File: config.mk
export PLATFORM = sky130hd
export DESIGN_NAME = axi_uartlite_resp
export DESIGN_NICKNAME = d
export VERILOG_FILES = /design/src/rtl/axi_uartlite_resp.sv
export SDC_FILE = /design/constraint.sdc
export NUM_CORES = 1
export LEC_CHECK = 0
export CORE_MARGIN = 4
export CORE_UTILIZATION = 40
export CTS_CLUSTER_DIAMETER = 150
export DETAILED_ROUTE_END_ITERATION = 16
export SYNTH_ARGS = -nofsm -noshare
export SYNTH_HDL_FRONTEND = slang
export SYNTH_SLANG_ARGS = --single-unit
File: constraint.sdc
create_clock -name clk -period 5.3 [get_ports clk]
set_input_delay 0.53 -clock clk [delete_from_list [all_inputs] [get_ports clk]]
set_output_delay 0.53 -clock clk [all_outputs]
set_load 0.01 [all_outputs]
File: src/rtl/axi_uartlite_resp.sv
// AXI4-lite UART-lite register front end: TX/RX byte FIFOs, status and control registers.
// Byte streams on tx_*/rx_* connect to the serializer; this block owns only the bus side.
module axi_uartlite_resp #(
   parameter int unsigned DEPTH = 16
) (
   input  logic        clk,
   input  logic        rst,
   input  logic [3:0]  s_axi_awaddr,
   input  logic        s_axi_awvalid,
   output logic        s_axi_awready,
   input  logic [31:0] s_axi_wdata,
   input  logic [3:0]  s_axi_wstrb,
   input  logic        s_axi_wvalid,
   output logic        s_axi_wready,
   output logic [1:0]  s_axi_bresp,
   output logic        s_axi_bvalid,
   input  logic        s_axi_bready,
   input  logic [3:0]  s_axi_araddr,
   input  logic        s_axi_arvalid,
   output logic        s_axi_arready,
   output logic [31:0] s_axi_rdata,
   output logic [1:0]  s_axi_rresp,
   output logic        s_axi_rvalid,
   input  logic        s_axi_rready,
   output logic [7:0]  tx_data,
   output logic        tx_valid,
   input  logic        tx_ready,
   input  logic [7:0]  rx_data,
   input  logic        rx_valid
);
   localparam int unsigned AW = $clog2(DEPTH);
   localparam int unsigned CW = AW + 1;
   localparam logic [1:0] RESP_OKAY   = 2'b00;
   localparam logic [1:0] RESP_SLVERR = 2'b10;
   localparam logic [1:0] A_RX   = 2'd0;
   localparam logic [1:0] A_TX   = 2'd1;
   localparam logic [1:0] A_STAT = 2'd2;
   localparam logic [1:0] A_CTRL = 2'd3;

   logic          aw_held, w_held, overrun;
   logic [1:0]    aw_addr_q;
   logic [7:0]    w_byte_q;
   logic [7:0]    tx_mem [DEPTH];
   logic [7:0]    rx_mem [DEPTH];
   logic [AW-1:0] tx_wr, tx_rd, rx_wr, rx_rd;
   logic [CW-1:0] tx_cnt, rx_cnt;

   logic          aw_hs, w_hs, ar_hs, exec;
   logic [1:0]    wr_addr, rd_addr;
   logic [7:0]    wr_byte, tx_head_nxt;
   logic          tx_full, tx_empty, rx_full, rx_empty;
   logic          tx_push, tx_pop, tx_flush, rx_push, rx_pop, rx_flush;
   logic [AW-1:0] tx_wr_nxt, tx_rd_nxt, rx_wr_nxt, rx_rd_nxt;
   logic [CW-1:0] tx_cnt_nxt, rx_cnt_nxt;
   logic          aw_held_nxt, w_held_nxt, bvalid_nxt, rvalid_nxt, overrun_nxt;
   logic [31:0]   stat, rdata_nxt;
   logic [1:0]    rresp_nxt;
   logic          unused;

   assign unused = ^{s_axi_wstrb, s_axi_wdata[31:8], s_axi_awaddr[1:0], s_axi_araddr[1:0]};

   // Next-state for bus channels and both FIFOs
   always_comb begin
      aw_hs    = s_axi_awvalid & s_axi_awready;
      w_hs     = s_axi_wvalid & s_axi_wready;
      ar_hs    = s_axi_arvalid & s_axi_arready;
      exec     = (aw_held | aw_hs) & (w_held | w_hs);
      wr_addr  = aw_held ? aw_addr_q : s_axi_awaddr[3:2];
      wr_byte  = w_held ? w_byte_q : s_axi_wdata[7:0];
      rd_addr  = s_axi_araddr[3:2];

      tx_full  = (tx_cnt == CW'(DEPTH));
      tx_empty = (tx_cnt == '0);
      rx_full  = (rx_cnt == CW'(DEPTH));
      rx_empty = (rx_cnt == '0);

      tx_push  = exec & (wr_addr == A_TX) & ~tx_full;
      tx_pop   = tx_valid & tx_ready;
      tx_flush = exec & (wr_addr == A_CTRL) & wr_byte[0];
      rx_push  = rx_valid & ~rx_full;
      rx_pop   = ar_hs & (rd_addr == A_RX) & ~rx_empty;
      rx_flush = exec & (wr_addr == A_CTRL) & wr_byte[1];

      tx_wr_nxt  = tx_flush ? '0 : tx_wr + AW'(tx_push);
      tx_rd_nxt  = tx_flush ? '0 : tx_rd + AW'(tx_pop);
      tx_cnt_nxt = tx_flush ? '0 : tx_cnt + CW'(tx_push) - CW'(tx_pop);
      rx_wr_nxt  = rx_flush ? '0 : rx_wr + AW'(rx_push);
      rx_rd_nxt  = rx_flush ? '0 : rx_rd + AW'(rx_pop);
      rx_cnt_nxt = rx_flush ? '0 : rx_cnt + CW'(rx_push) - CW'(rx_pop);

      // Head after this edge is the byte being written when it lands on the new read slot
      tx_head_nxt = (tx_push && (tx_wr == tx_rd_nxt)) ? wr_byte : tx_mem[tx_rd_nxt];

      aw_held_nxt = exec ? 1'b0 : (aw_held | aw_hs);
      w_held_nxt  = exec ? 1'b0 : (w_held | w_hs);
      bvalid_nxt  = exec | (s_axi_bvalid & ~s_axi_bready);
      rvalid_nxt  = ar_hs | (s_axi_rvalid & ~s_axi_rready);
      overrun_nxt = (rx_valid & rx_full) | (overrun & ~(ar_hs & (rd_addr == A_STAT)));

      stat = {26'd0, overrun, 1'b0, tx_full, tx_empty, rx_full, ~rx_empty};

      rdata_nxt = '0;
      rresp_nxt = RESP_OKAY;
      case (rd_addr)
         A_RX:    rdata_nxt = rx_empty ? 32'd0 : {24'd0, rx_mem[rx_rd]};
         A_STAT:  rdata_nxt = stat;
         default: rresp_nxt = RESP_SLVERR;
      endcase
   end

   always_ff @(posedge clk) begin
      if (rst) begin
         aw_held       <= 1'b0;
         w_held        <= 1'b0;
         aw_addr_q     <= '0;
         w_byte_q      <= '0;
         s_axi_awready <= 1'b0;
         s_axi_wready  <= 1'b0;
         s_axi_arready <= 1'b0;
         s_axi_bvalid  <= 1'b0;
         s_axi_bresp   <= RESP_OKAY;
         s_axi_rvalid  <= 1'b0;
         s_axi_rresp   <= RESP_OKAY;
         s_axi_rdata   <= '0;
         tx_valid      <= 1'b0;
         tx_data       <= '0;
         overrun       <= 1'b0;
         tx_wr         <= '0;
         tx_rd         <= '0;
         tx_cnt        <= '0;
         rx_wr         <= '0;
         rx_rd         <= '0;
         rx_cnt        <= '0;
      end else begin
         aw_held       <= aw_held_nxt;
         w_held        <= w_held_nxt;
         if (aw_hs) aw_addr_q <= s_axi_awaddr[3:2];
         if (w_hs)  w_byte_q  <= s_axi_wdata[7:0];
         s_axi_awready <= ~aw_held_nxt & ~bvalid_nxt;
         s_axi_wready  <= ~w_held_nxt & ~bvalid_nxt;
         s_axi_arready <= ~rvalid_nxt;
         s_axi_bvalid  <= bvalid_nxt;
         if (exec)
            s_axi_bresp <= ((wr_addr == A_RX) || (wr_addr == A_STAT)) ? RESP_SLVERR : RESP_OKAY;
         s_axi_rvalid  <= rvalid_nxt;
         if (ar_hs) begin
            s_axi_rdata <= rdata_nxt;
            s_axi_rresp <= rresp_nxt;
         end
         tx_valid      <= (tx_cnt_nxt != '0);
         tx_data       <= tx_head_nxt;
         overrun       <= overrun_nxt;
         tx_wr         <= tx_wr_nxt;
         tx_rd         <= tx_rd_nxt;
         tx_cnt        <= tx_cnt_nxt;
         rx_wr         <= rx_wr_nxt;
         rx_rd         <= rx_rd_nxt;
         rx_cnt        <= rx_cnt_nxt;
      end
   end

   // Storage arrays carry no reset; occupancy is tracked by the counters
   always_ff @(posedge clk) begin
      if (!rst && tx_push && !tx_flush) tx_mem[tx_wr] <= wr_byte;
      if (!rst && rx_push && !rx_flush) rx_mem[rx_wr] <= rx_data;
   end
endmodule
==> results of run 1 <==
kinds of logic (layout without fill, tap and decap cells):
family | count (synthesis) | count (layout)
compound gates | 126 | 126
xor+xnor | 18 | 18
fa+ha+maj | 22 | 22
buf+inv | 85 | 146
flops | 319 | 319
mux | 84 | 84
other cells | 1 | 26
simple gates | 210 | 210
worst max-delay path, cell delays in order:
cell and delay, ps:
clkdlybuf4s50_1 400, and2_1 170, ha_2 180, ha_2 740
buf_4 450, xnor2_1 120, a32oi_1 300, a2bb2oi_2 430
nor3_1 110, a311oi_1 390
state kept, by name, indices dropped and copies added, names as in the netlist, 2 cells and up:
name / count
rx_mem: 128
aw_addr_q: 2
w_byte_q: 8
tx_wr: 4
s_axi_rdata: 8
tx_mem: 128
tx_data: 8
tx_cnt: 5
tx_rd: 4
rx_cnt: 5
rx_rd: 4
rx_wr: 4
how the worst max path moves through the flow:
stage                            start         end  cells after the start  slack (ps)
final                         tx_ready  tx_data[1]                     10        1820
after global routing          tx_ready  tx_data[1]                     10        1650
after floorplan           s_axi_wvalid    tx_valid                     15        2210
after global placement    s_axi_wvalid    tx_valid                     15        1300
after detailed placement      tx_ready  tx_data[1]                     10        1320
after CTS                     tx_ready  tx_data[1]                     10        1820
synthesized netlist by cell type (3+ instances only):
cell	number
nor3_1	27
xnor2_1	8
edfxtp_1	256
o21ai_1	12
a21oi_1	33
and2_1	11
a211oi_1	7
nor2_1	70
buf_2	16
ha_1	20
nand3_1	18
or3_1	4
o22a_1	6
buf_4	29
mux2i_1	17
a21o_1	5
a22oi_1	9
nor2b_1	11
buf_1	5
clkbuf_1	15
nor3b_1	3
nand2_1	34
nand2b_1	19
a311oi_1	7
o21ai_0	7
xor2_1	9
mux2_2	21
o311a_1	6
nand3b_1	4
o21bai_1	3
inv_1	17
dfxtp_1	63
mux4_2	43
o221ai_1	6
a221o_1	6
metal layers:
layer / global-route usage [%] / routed length, um
met1: 21.7 / 12800
met2: 26.5 / 14200
met3: 2.72 / 1290
met4: 4.50 / 670
met5: 0 / 0
cell type report:
cell class	instances	area share, %
inverter	18	0.442
timing repair buffer	63	3.91
clock inverter	18	1.27
tap	442	3.61
clock buffer	47	6.31
multi-input combinational	486	26.0
sequential	319	58.5
power breakdown:
group | switching, mW | internal, mW
Clock | 0.977 | 1.45
Combinational | 0.510 | 0.400
Sequential | 0.0607 | 2.80
==> results.txt, run 1 <==
Pin placement for this block handled 111 I/O pins. After clock tree synthesis, the flow added hold-fix buffers numbering 0. The element type at the critical path start is an input port.

In this run the tool buffered the top-level ports with 52 buffer cells. The clock arrives with 21.9 ps of skew. The floorplan has 66 rows. For this run, the total global-route usage over all layers was measured as 15.9%. Of the post-synthesis cell area, the dominant cell type holds 57.9%. The number of levels the H-tree was split into is 2, and the starting density of the core is 40.7%. For the count of endpoints failing hold in the final timing report, the log shows 0. After synthesis, the share of cell area in mux cells is 10.7%.

The worst setup path is of the in2reg kind. From synthesis to final layout, the design area changed by 15.3%. For the final standard cell area without fillers, the log shows 0.0153 sq mm. The terminating pin of the worst hold path was w_byte_q[3]. Data on the critical path is required at its endpoint by 5690 ps.

Number of global-route vias before repair: 7401. The worst setup path is captured at a flop. Setup slack on the worst reg-to-reg path comes out at 1900 ps.

After synthesis, the largest family of logic cells by area is multiplexers. For the finished layout, the period the worst path requires is 3480 ps. The run gives 5.01 nW as the leakage power figure. The share of the clock period used by the worst path came out at 65.6%.

Latest clock arrival within the worst-skew pair: 520 ps. The number of gates resized after CTS was 0. Setup violations remaining at the end of the flow were counted as 0. In this run, placement finished with an instance count of 1328.

For the final routed database, the setup TNS stands at 0 ps. In this run the mean area of a mapped cell was 15.3 sq um. The die width was 190 um. Max-cap violations in this run came to 0. For the pin with the worst max-slew slack, the measured transition is 1190 ps.

Across all hold checks on the routed design, the worst slack comes to 451 ps. The first global-routing pass estimated 44400 um of wire. During synthesis, Yosys emitted a total of 0 warnings. Setup repair after global routing left no endpoint under its margin. The number of register bits inferred by synthesis was 319. Counting the fill cells in the layout gives 2799.

The die covers 0.0362 sq mm. Number of slew-limit violations in the final report: 0. Of the cells placed in the final design, the portion with a size suffix greater than 1 is 15.5%.

The number of cells produced by synthesis was 865; the depth of the worst register-to-register path was 9. After detailed routing, the number of vias per cell comes to 5.25. The destination of the worst register-to-register timing path is tx_data[1]. At the worst endpoint, the arrival time is 3870 ps.

In this run the remaining antenna-violating nets after routing total 0. The maximum fanout along the worst path is 28. The first TritonRoute pass finished after 6 iterations. The detailed router finished its first iteration with 572 violations. For the register area, the log shows 0.00895 sq mm. Counting along the longest clock path gives a buffer depth of 3.

The worst setup timing slack at the placement stage is 1320 ps, and the adder-cell share of the synthesized area is 2.19%. The flow ran to the end, and the final reports show no timing, DRC or antenna violations. In the post-synthesis netlist, the biggest area contributors are edfxtp_1 (58%), dfxtp_1 (9.5%), mux4_2 (7.3%). The run gives 18400 um as the post-detailed-placement half-perimeter wirelength. Based on the critical path, the design can be clocked at up to 0.288 GHz. The routed layout has 7312 vias.

The tools report the total CTS buffers as 36. The netlist uses 65 different library cells. The tightest slew margin relative to the limit was 20.0%; the clock sink total was 319.

The startpoint identified for the worst register-to-register timing path is tx_valid. TritonCTS built the clock tree. Along the worst hold path, the cell count comes to 2. Summing the areas of all compound-gate instances in the mapped netlist gives 6.94% of the synthesized area. The initial antenna violation count was 0. The areal power density over the cells came out at 405 mW/mm^2. After Yosys synthesis, and, or, nand and nor cells account for 7.94% of the synthesized area. 0 antenna diodes ended up in the layout. The flip-flop cell with the highest count after synthesis is edfxtp_1. Entering global routing, the biggest net connects 43 pins. IR analysis of the VDD net gives a maximum drop of 275 uV. The residual overflow from global routing was 0. The die is 190 um tall. The congestion estimate from routability-driven global placement came to 0.796. The type of the worst min-delay path was reg2reg. The final worst setup slack is 1820 ps, and the post-CTS setup buffer count is 0. Cells fill 46.9% of the core in the end. The register area share after synthesis is 67.4%. edfxtp_1 takes more of the synthesized area than any other cell. The routed design has 28900 um of wire. The fraction of registers with async set/reset works out to 0%. The final non-filler cell total was 1393; the parity-gate share of the synthesized area counting xor and xnor cells was 1.29%. The area of combinational cells with multiple inputs is 0.00397 sq mm.

The number of enable flip-flop cells after synthesis works out to 256. Clock root buffer master: clkbuf_16. In the final routed layout, each cell accounts on average for 20.8 um. The remaining design rule violation count is 0, and the core area is 0.0326 sq mm. The cell area that synthesis handed to floorplanning was 0.0133 sq mm. The library cells used most frequently in the layout, excluding fill and tap cells, are edfxtp_1 (256), nor2_1 (70), dfxtp_1 (62).

Clock-pin slew was measured on the worst setup and hold paths at 60 ps. The library cell used most frequently in the layout, excluding fill and tap cells, is edfxtp_1. The final-stage net count was 1007. The hold path startpoint was w_byte_q[3]. The area after detailed placement came out at 0.0141 sq mm.

The total power consumption of the routed design was 6.19 mW.
Power figures use the tool's default switching activity.
==> run 2, diff against run 1 <==
==> constraint.sdc (replaced) <==
create_clock -name clk -period 3.1 [get_ports clk]
set_input_delay 0.31 -clock clk [delete_from_list [all_inputs] [get_ports clk]]
set_output_delay 0.31 -clock clk [all_outputs]
set_load 0.01 [all_outputs]
==> run 2 against run 1 <==
Worst setup slack lost 1700 ps. Cell area grew 3.3%. Combinational power grew 86%. Critical endpoint is now tx_data[4]. Highest routed layer unchanged.
==> results.txt, run 2 (synthesis results as in run 1) <==
The tools report the weighted congestion at the end of routability-driven global placement as 0.823 (+3.4%). Largest stage delay on the critical path: 560 ps (-180 ps). The routed via count divided by cell count came out at 5.23 (-0.27%). The tightest slew margin relative to the limit is 50.4% (+30 points), and the area of combinational cells with multiple inputs is 0.00396 sq mm (-0.38%). For the first-pass GRT wire length, the log shows 46300 um (+4.3%).

Setup repair after global routing left no endpoint under its margin. Of the available clock period, the critical path in the final layout requires 94.5%. The total routing usage reported by global routing was 16.6% (+0.66 points). Routed wire length: 29900 um (+3.3%).

The tools report the combinational power share as 16.2% (+1.5 points). STA classifies the critical path startpoint as a flop. The logs give 3390 ps (-480 ps) for the data arrival time at the worst-slack endpoint and 10.4 mW (+68%) for the total power consumption of the routed design.

The latest clock arrival within the worst-skew pair came out at 520 ps (about the same). In the layout the commonest cells are edfxtp_1 (256), buf_4 (83), nor2_1 (70). The via total after detailed routing is 7690 (+5.2%), and the share of total power in the clock network is 37.0% (-2.2 points). The logs give 0 (unchanged) for the count of endpoints failing hold in the final timing report and 538 (-5.9%) for the initial DRC count.

The post-detailed-placement half-perimeter wirelength is 20100 um (+9.5%), and the clock-pin transition on the worst setup and hold timing paths is 60 ps (about the same). For the maximum clock rate, the log shows 0.341 GHz. In the final layout, the registers with the most flip-flops are rx_mem: 128 flops, tx_mem: 128 flops. The number of setup violations in the final report was 0 (unchanged). The proportion of layout cells with a drive suffix above 1 is 21.0% (+5.6 points).

The clock root buffer master was clkbuf_16. The die width works out to 190 um (unchanged). Worst hold slack: 357 ps (-94.0 ps). The total CTS buffers is 36 (unchanged). The shortest clock period the worst path allows after layout was 2930 ps; the maximum fanout along the worst path was 16 (-43%). The critical path buffer and inverter count was 3 (+1). The run gives 27.8 ps (+5.90 ps) as the worst clock skew.

The wire length per cell after detailed routing works out to 20.3 um (-2.1%). TritonCTS built the clock tree. The y dimension of the die is 190 um (unchanged). Leaving out fill and tap cells, the most frequent cell in the layout is edfxtp_1.

The logs give 2.64 mW (+70%) for the power dissipated by switching net loads and 0 (unchanged) for the residual overflow from global routing. The final-stage net count was 1083 (+7.5%). The run finished with clean final reports. The areal power density over the cells came out at 659 mW/mm^2 (+63%). For the cell-internal power, the log shows 7.78 mW (+68%). The maximum number of pins on one net before global-route repair was 41 (-4.7%); the number of detailed-route iterations in the first pass was 5 (-1). The cell family contributing the most delay on the critical path is multiplexers. The number of slew-limit violations in the final report is 0 (unchanged), and the number of global-route vias before repair is 7806 (+5.5%). The run gives 422 uV (+54%) as the worst-case vdd ir drop.

Worst-margin pin slew: 743 ps (-448 ps). Number of buffers on the longest clock path: 3 (unchanged). The sequential group share of total power was 46.7% (+0.5 points); the number of inserted filler cells in the final layout was 2817 (+0.64%). For the initial antenna violation count, the log shows 0 (unchanged). The critical path is of the reg2reg type. The switching power as a share of total power is 25.3% (+0.29 points). STA classifies the critical path endpoint as a flop.

The logs give 5.35 nW (+6.8%) for the leakage power figure and 0 (unchanged) for the reported max-cap violation count. Remaining design rule violation count: 0 (unchanged). The signal on the critical path passes through buf_4 -> mux2i_2 -> inv_2 -> a21oi_1 -> mux2i_2 -> nor3_1 -> a311oi_1 -> buf_4. The core area is 0.0326 sq mm (unchanged). Diode insertion count for antenna repair: 0 (unchanged). The signed area change from the synthesized netlist to the final layout was 19.2%. The starting density of the core is 40.7% (unchanged). The tools report the register area as 0.00895 sq mm (about the same). The number of port buffers was 52 (unchanged); the number of levels the H-tree was split into was 2 (unchanged).

The standard-cell row count came out at 66 (unchanged). The number of routed nets with antenna violations came out at 0 (unchanged). Among all stages on the critical path, the largest delay is contributed by mux2i_2. The tools report the clock sink total as 319 (unchanged). In this run the worst hold path is classified as in2reg. The die area was 0.0362 sq mm (unchanged); the number of top-level design ports was 111 (unchanged).

The required time of the worst setup path was 3560 ps (-2130 ps).
==> run 2: area by class of cell <==
cell class / instances / area share, %
inverters: 18 / 0.427
well taps: 442 / 3.50
repair buffers: 139 / 7.71
multi-input cells: 486 / 25.0
clock buffers: 55 / 6.21
clock inverters: 10 / 0.506
flip-flops and latches: 319 / 56.6
==> run 2: power groups by stage <==
stage | clock network (mW) | registers (mW) | logic, mW
5_1_grt | 4.16 | 4.89 | 1.87
3_3_place_gp | 0 | 4.96 | 1.68
4_1_cts | 3.96 | 4.87 | 1.71
2_1_floorplan | 0 | 4.95 | 1.11
6_report | 3.86 | 4.87 | 1.69
3_5_place_dp | 0 | 4.96 | 1.70
==> run 2: repair_timing <==
| item | in CTS | in global routing |
|---|---|---|
| setup buffers | 0 | 0 |
| hold buffers | 0 | 0 |
| resized for setup | 0 | 3 |
| endpoints found under the setup margin | 0 | 1 |
==> run 2: final timing paths <==
check | slack (ps) | start | cells after the start | endpoint
max reg2reg | 170 | w_held | 8 | tx_data[4]
min reg2reg | 450 | w_byte_q[4] | 2 | w_byte_q[4]
min | 360 | rst | 4 | rx_cnt[1]
max | 170 | w_held | 8 | tx_data[4]
==> run 2: per-layer routing <==
metal	track usage [%]	wire, um	vias to the layer above
met2	27.5	14600	207
met1	22.4	13000	3869
met4	5.11	793	0
met5	0	0	-
li1	-	-	3558
met3	2.86	1470	56
==> run 2: per-stage QoR <==
stage | utilization, % | setup WS, ps | std cells | TNS (ps) | cell area, sq um
finish | 48.5 | 169 | 1469 | 0 | 15800
CTS | 48.5 | 206 | 1469 | 0 | 15800
floorplan | - | 156 | 890 | 0 | 13400
global placement | 45.2 | -165 | 1404 | -262 | 14700
global route | 48.5 | 5.23 | 1469 | 0 | 15800
detailed placement | 45.2 | -206 | 1404 | -364 | 14700
==> run 2: worst register-to-register path: cells and delay by family, from the launching register on <==
kind | cells | cell delay (ps)
AOI/OAI and AO/OA | 2 | 770
buffers and inverters | 3 | 640
and+or+nand+nor | 1 | 110
muxes | 2 | 1000
DFF | 1 | 350
